File: config.mk
export PLATFORM = sky130hd
export DESIGN_NAME = sha_512_pad
export DESIGN_NICKNAME = d
export VERILOG_FILES = /design/src/rtl/sha_512_pad.sv
export SDC_FILE = /design/constraint.sdc
export NUM_CORES = 2
export LEC_CHECK = 0
export BUFFER_PORTS_ARGS = -buffer_cell sky130_fd_sc_hd__clkbuf_2
export CAP_MARGIN = 10
export CORE_AREA = 5 5 472 474
export DETAILED_ROUTE_END_ITERATION = 7
export DIE_AREA = 0 0 477 479
export HOLD_SLACK_MARGIN = 0.15
export PLACE_DENSITY = 0.52
export SLEW_MARGIN = 20
export SYNTH_ARGS = -nofsm -noshare
export SYNTH_HDL_FRONTEND = slang
export SYNTH_SLANG_ARGS = --single-unit
File: constraint.sdc
create_clock -name clk -period 57.9 [get_ports clk]
set_clock_uncertainty 0.15 [all_clocks]
set_input_delay 11.58 -clock clk [delete_from_list [all_inputs] [get_ports clk]]
set_output_delay 11.58 -clock clk [all_outputs]
set_load 0.1 [all_outputs]
File: src/rtl/sha_512_pad.sv
// sha_512_pad: message-to-block front end for the sha_512 core.
//
// Takes a message as a stream of 64-bit words and applies SHA-512 padding:
// a 0x80 byte, zero fill and a 128-bit big-endian bit length. The result
// goes to the core one 1024-bit block at a time. The next block is held
// back until the core reports Ready.
//
// Build option:
//   SHA_512_PAD_BYTES_EN  when defined, In_Bytes (0..8, left-aligned) gives
//                         the valid byte count of the In_Last word. When
//                         undefined, every word carries 8 bytes.
//
// Ports:
//   clk, rst      clock; asynchronous active-high reset
//   In_Data       message word, first byte in [63:56]
//   In_Bytes      valid bytes on the last word (values above 8 act as 8)
//   In_Valid      word present
//   In_Last       final word of the message
//   In_Ready      word accepted when In_Valid & In_Ready
//   In_Op         hash mode, sampled with the first word
//   Data          block to core, word i at [64*i+63:64*i]
//   Index         block number within the message
//   Operation     latched In_Op
//   Enable        one-cycle start pulse to the core
//   Core_Ready    core finished the current block
//   Done          one-cycle pulse when the final block has been hashed
module sha_512_pad #(
    parameter int LEN_W = 128
) (
    input  logic          clk,
    input  logic          rst,
    input  logic [63:0]   In_Data,
    input  logic [3:0]    In_Bytes,
    input  logic          In_Valid,
    input  logic          In_Last,
    output logic          In_Ready,
    input  logic [1:0]    In_Op,
    output logic [1023:0] Data,
    output logic [127:0]  Index,
    output logic [1:0]    Operation,
    output logic          Enable,
    input  logic          Core_Ready,
    output logic          Done
);

    typedef enum logic [2:0] {
        IDLE = 3'd0,
        FILL = 3'd1,
        PAD  = 3'd2,
        SEND = 3'd3,
        WAIT = 3'd4
    } state_t;

    // What happens after the block currently in flight is hashed.
    typedef enum logic [1:0] {
        NEXT_FINAL = 2'd0,   // this block is the last one
        NEXT_MORE  = 2'd1,   // further message words follow
        NEXT_PAD   = 2'd2,   // message ended on a block boundary: 0x80 + length block
        NEXT_LEN   = 2'd3    // pad byte sent, length did not fit: length-only block
    } pending_t;

    state_t           state_reg;
    state_t           state_next;
    pending_t         pending_reg;
    logic [1023:0]    block_reg;
    logic [3:0]       wp_reg;
    logic [7:0]       pos_reg;     // byte offset of the 0x80 pad byte in the block
    logic [LEN_W-1:0] len_reg;
    logic [127:0]     index_reg;
    logic [1:0]       op_reg;

    logic             in_open;
    logic             accept;
    logic [3:0]       eff_bytes;
    logic [3:0]       wp_cur;
    logic             full_word;
    logic             whole_last;
    logic [7:0]       pos_cur;
    logic [LEN_W-1:0] len_add;
    logic [127:0]     len_field;
    logic [1023:0]    len_block;
    logic [1023:0]    pad_bytes;
    logic [1023:0]    pad_block;
    logic             fits_len;

`ifdef SHA_512_PAD_BYTES_EN
    // Only the last word may be partial; oversize counts saturate at 8.
    always_comb begin
        eff_bytes = 4'd8;
        if (In_Last && (In_Bytes < 4'd8)) begin
            eff_bytes = In_Bytes;
        end
    end
`else
    logic unused_bytes;
    assign unused_bytes = ^In_Bytes;
    assign eff_bytes    = 4'd8;
`endif

    assign in_open    = (state_reg == IDLE) || (state_reg == FILL);
    assign accept     = In_Valid && in_open;
    // The first word of a message always lands in buffer word 0.
    assign wp_cur     = (state_reg == IDLE) ? 4'd0 : wp_reg;
    assign full_word  = (wp_cur == 4'd15);
    assign whole_last = full_word && (eff_bytes == 4'd8);
    assign pos_cur    = {1'b0, wp_cur, 3'b000} + {4'b0000, eff_bytes};
    assign len_add    = LEN_W'({eff_bytes, 3'b000});
    assign len_field  = 128'(len_reg);
    // Word 14 carries the high half and word 15 the low half of the length.
    assign len_block  = {len_field[63:0], len_field[127:64], 896'd0};

    // Byte k of the block sits in word k/8, first byte in the word's MSBs.
    genvar gi;
    generate
        for (gi = 0; gi < 128; gi = gi + 1) begin : g_pad_byte
            localparam int LSB = 64 * (gi / 8) + 56 - 8 * (gi % 8);
            assign pad_bytes[LSB +: 8] = (pos_reg == 8'(gi)) ? 8'h80 :
                                         (pos_reg <  8'(gi)) ? 8'h00 :
                                                               block_reg[LSB +: 8];
        end
    endgenerate

    // The pad byte leaves room for the length when it lies at byte 111 or below.
    assign fits_len  = (pos_reg <= 8'd111);
    assign pad_block = fits_len ? {len_block[1023:896], pad_bytes[895:0]} : pad_bytes;

    // State register
    always_ff @(posedge clk or posedge rst) begin
        if (rst) begin
            state_reg <= IDLE;
        end else begin
            state_reg <= state_next;
        end
    end

    // Next-state logic
    always_comb begin
        state_next = state_reg;
        case (state_reg)
            IDLE, FILL: begin
                if (accept) begin
                    if (In_Last) begin
                        state_next = whole_last ? SEND : PAD;
                    end else if (full_word) begin
                        state_next = SEND;
                    end else begin
                        state_next = FILL;
                    end
                end
            end
            PAD:  state_next = SEND;
            SEND: state_next = WAIT;
            WAIT: begin
                if (Core_Ready) begin
                    case (pending_reg)
                        NEXT_FINAL: state_next = IDLE;
                        NEXT_MORE:  state_next = FILL;
                        default:    state_next = SEND;
                    endcase
                end
            end
            default: state_next = IDLE;
        endcase
    end

    // Output logic
    always_comb begin
        In_Ready = in_open && !rst;
        Enable   = (state_reg == SEND);
        Done     = (state_reg == WAIT) && Core_Ready && (pending_reg == NEXT_FINAL);
    end

    assign Data      = block_reg;
    assign Index     = index_reg;
    assign Operation = op_reg;

    // Datapath: buffer, pointers, length and block bookkeeping
    always_ff @(posedge clk or posedge rst) begin
        if (rst) begin
            block_reg   <= '0;
            wp_reg      <= '0;
            pos_reg     <= '0;
            len_reg     <= '0;
            index_reg   <= '0;
            op_reg      <= '0;
            pending_reg <= NEXT_FINAL;
        end else begin
            case (state_reg)
                IDLE, FILL: begin
                    if (accept) begin
                        if (state_reg == IDLE) begin
                            op_reg    <= In_Op;
                            index_reg <= '0;
                            block_reg <= {960'd0, In_Data};
                            len_reg   <= len_add;
                        end else begin
                            block_reg[{wp_reg, 6'b000000} +: 64] <= In_Data;
                            len_reg <= len_reg + len_add;
                        end
                        wp_reg  <= wp_cur + 4'd1;
                        pos_reg <= pos_cur;
                        if (In_Last) begin
                            // A non-boundary last word is resolved in PAD.
                            pending_reg <= whole_last ? NEXT_PAD : NEXT_FINAL;
                        end else begin
                            pending_reg <= NEXT_MORE;
                        end
                    end
                end
                PAD: begin
                    block_reg   <= pad_block;
                    pending_reg <= fits_len ? NEXT_FINAL : NEXT_LEN;
                end
                WAIT: begin
                    if (Core_Ready) begin
                        index_reg <= index_reg + 128'd1;
                        case (pending_reg)
                            NEXT_MORE: begin
                                block_reg <= '0;
                                wp_reg    <= '0;
                            end
                            NEXT_PAD: begin
                                block_reg   <= len_block | {960'd0, 64'h8000_0000_0000_0000};
                                pending_reg <= NEXT_FINAL;
                            end
                            NEXT_LEN: begin
                                block_reg   <= len_block;
                                pending_reg <= NEXT_FINAL;
                            end
                            default: ;
                        endcase
                    end
                end
                default: ;
            endcase
        end
    end

endmodule

==> reports/results.tsv <==
metric	value	unit
endpoint type of the worst setup path	output port	
required time at the worst-slack endpoint	46170	ps
fraction of final layout cells sized beyond drive strength 1	23.52	%
largest voltage drop on the vdd net	0.00003201	V
Most used DFF post-synth	sky130_fd_sc_hd__dfrtp_1	
net switching power	1.516	mW
final count of negative-setup-slack endpoints	0	
WHS Endpoint	Data[912]$_DFFE_PP0P_	
first-pass GRT wire length	441200	um
Total Nets Final	7109	
Hold Path Class	reg -> reg	
worst skew pair latency	830	ps
Max FO, Critical Path	7	
placeable core area	218400	um2
Remaining DRCs	0	
Chip Width	477	um
Final Wtd Congestion	0.9021	
via total after detailed routing	54235	
top layer in use	met5	
antenna violations before repair	27	
via count of the first global-routing pass	51444	
Synth Instances	6009	
Cell Area, Synth	56470	um2
fraction of registers with async set/reset	100.0	%
Distinct cells, synth	78	
Max Freq	40.34	MHz
H-Tree Level Count	4	
TritonCTS clock tree	yes	
number of vias per cell	5.412	
full die area	228500	um2
number of register bits inferred by synthesis	1290	
leakage dissipation	32.80	nW
Clock transition at path regs	60	ps
area delta synth->final	25.22	%
metal3 WL	30670	um
commonest non-fill, non-tap cells in the layout	sky130_fd_sc_hd__dfrtp_1 (1289), sky130_fd_sc_hd__clkbuf_2 (1227), sky130_fd_sc_hd__nor2_1 (811)	
Boundary Pins	1232	
Gate power share	37.2	%
Syn Area/Cell	9.398	um2
placed wire-length estimate after detailed placement	223600	um
CTS hold repair buffers	0	
number of slew-limit violations in the final report	0	
Tightest Pin Transition	1189	ps
leading cell type in the layout, fill and taps excluded	sky130_fd_sc_hd__dfrtp_1	
Sw Ratio	47.56	%
Post-Syn Nets	6090	
number of DRC violations after detailed-routing iteration 0	5954	
setup repair after global routing missed its margin	false	
worst reg2reg setup slack	53460	ps
critical path data arrival time	13060	ps
outcome	finished clean	
Tcrit/Tclk final	42.81	%
CTS sink count	1290	
Port Buffer Count	1227	
global-route congestion overflow total	0	
height of the die	479	um
Post-CTS Setup Bufs	0	
part of the total power dissipated in sequential elements	31.7	%
effective utilization at floorplan	25.85	%
min-delay src	Data[912]$_DFFE_PP0P_	
master cell of the clock root buffer	sky130_fd_sc_hd__clkbuf_16	
startpoint types	input pin	
classification of the worst setup path	in -> out	
global router's overall resource usage	27.20	%
RR Endpoint	Data[499]$_DFFE_PP0P_	
met2 WL post-DR	145100	um
Fin Setup TNS	0	ps
Cell Pwr Density	45.06	nW/um2
Period minus WS final	24790	ps
count of TritonRoute iterations in the first routing pass	6	
Avg WL per Cell	32.26	um
Hold Fails Final Rpt	0	
sequential fraction of the synthesis area	57.16	%
CTS Buf Count	154	
cts repair resizes	0	
total routed wire length on the met1 layer	125800	um
worst hold path stage count	2	
max cap viols	0	
number of warnings reported in the yosys synthesis log	0	
maximum number of pins on one net before global-route repair	179	
Final ANT Viol Nets	0	
number of synthesized flops with an enable pin	0	
cell-internal power	1.671	mW
clock tree buffer depth	3	
worst hold margin	330.7	ps
total detailed-routing wirelength	323300	um
number of flip-flops in the largest register	1024	
tightest slew margin relative to the limit	20.02	%
Placement Rows	172	
R2R Path Start	wp_reg[0]$_DFFE_PP0P_	
clock network power share	31.1	%
FF-to-FF path depth	8	
[stage by stage]
step,area [um2],instances,utilization (%),worst slack [ps],total power [mW]
2_1_floorplan,56470,6009,-,9812,1.805
3_3_place_gp,65550,9739,30.01,33150,2.200
3_5_place_dp,65590,9740,30.03,33130,2.211
4_1_cts,70620,10011,32.33,33120,3.204
5_1_grt,70700,10015,32.37,33090,3.292
6_report,70720,10022,32.37,33110,3.186
[worst max-delay path by stage]
stage | endpoint | start | slack, ps | depth (start not counted)
3_5_place_dp | Done | Core_Ready | 33130 | 4
3_3_place_gp | Done | Core_Ready | 33150 | 4
2_1_floorplan | Data[0]$_DFFE_PP0P_ | rst | 9810 | 1
5_1_grt | Done | Core_Ready | 33090 | 4
4_1_cts | Done | Core_Ready | 33120 | 4
6_report | Done | Core_Ready | 33110 | 4
[power by group through the flow]
stage / clock (mW) / combinational [mW] / sequential [mW]
floorplan: 0 / 0.413 / 1.39
detailed placement: 0 / 1.19 / 1.02
finish: 0.991 / 1.18 / 1.01
global placement: 0 / 1.18 / 1.02
global route: 1.04 / 1.23 / 1.02
CTS: 1.01 / 1.19 / 1.01
[synth_stat cells, types with 24 or more instances]
cell type | n | share of area, %
sky130_fd_sc_hd__and2_1 | 24 | 0.27
sky130_fd_sc_hd__and3_1 | 38 | 0.42
sky130_fd_sc_hd__clkbuf_1 | 449 | 3.0
sky130_fd_sc_hd__nor4_1 | 73 | 0.81
sky130_fd_sc_hd__or3_1 | 74 | 0.82
sky130_fd_sc_hd__or4_1 | 34 | 0.45
sky130_fd_sc_hd__a22oi_1 | 120 | 1.6
sky130_fd_sc_hd__nand4_1 | 143 | 1.6
sky130_fd_sc_hd__a22o_1 | 263 | 4.1
sky130_fd_sc_hd__nand3_1 | 326 | 2.9
sky130_fd_sc_hd__nand2b_1 | 26 | 0.29
sky130_fd_sc_hd__inv_1 | 28 | 0.19
sky130_fd_sc_hd__a21oi_1 | 729 | 6.5
sky130_fd_sc_hd__xor2_1 | 54 | 0.84
sky130_fd_sc_hd__nor2_1 | 820 | 5.5
sky130_fd_sc_hd__dfrtp_1 | 1290 | 57
sky130_fd_sc_hd__xnor2_1 | 90 | 1.4
sky130_fd_sc_hd__buf_2 | 39 | 0.35
sky130_fd_sc_hd__nand2_1 | 760 | 5.1
sky130_fd_sc_hd__o21ai_0 | 202 | 1.8
sky130_fd_sc_hd__nor3_1 | 207 | 1.8
[critical path, stage by stage]
cell	delay (ps)
sky130_fd_sc_hd__clkbuf_2	260
sky130_fd_sc_hd__or4bb_1	530
sky130_fd_sc_hd__nor2_1	150
sky130_fd_sc_hd__clkbuf_2	510
[final cells by class]
type | count | area (um2)
inverters | 28 | 112.6
flip-flops and latches | 1290 | 32280
clock inverters | 53 | 674.4
fillers | 22850 | 147700
well taps | 2871 | 3592
multi-input cells | 4193 | 22420
diodes | 8 | 20.02
clock buffers | 218 | 4354
repair buffers | 1361 | 7257
[routing by layer]
| metal | vias to the layer above | GRT usage [%] |
|---|---|---|
| met1 | 27468 | 33.83 |
| met4 | 6 | 15.84 |
| met3 | 616 | 7.983 |
| met5 | - | 0 |
| met2 | 3037 | 42.10 |
| li1 | 23108 | - |
[cell families after synthesis]
group / Yosys count / share of synthesized area (%)
simple gates: 2623 / 21.42
compound gates: 1401 / 15.10
flops: 1290 / 57.16
buf+inv: 526 / 3.609
xor+xnor: 144 / 2.233
mux: 19 / 0.3456
fa+ha+maj: 6 / 0.1329
Power figures use the tool's default switching activity.
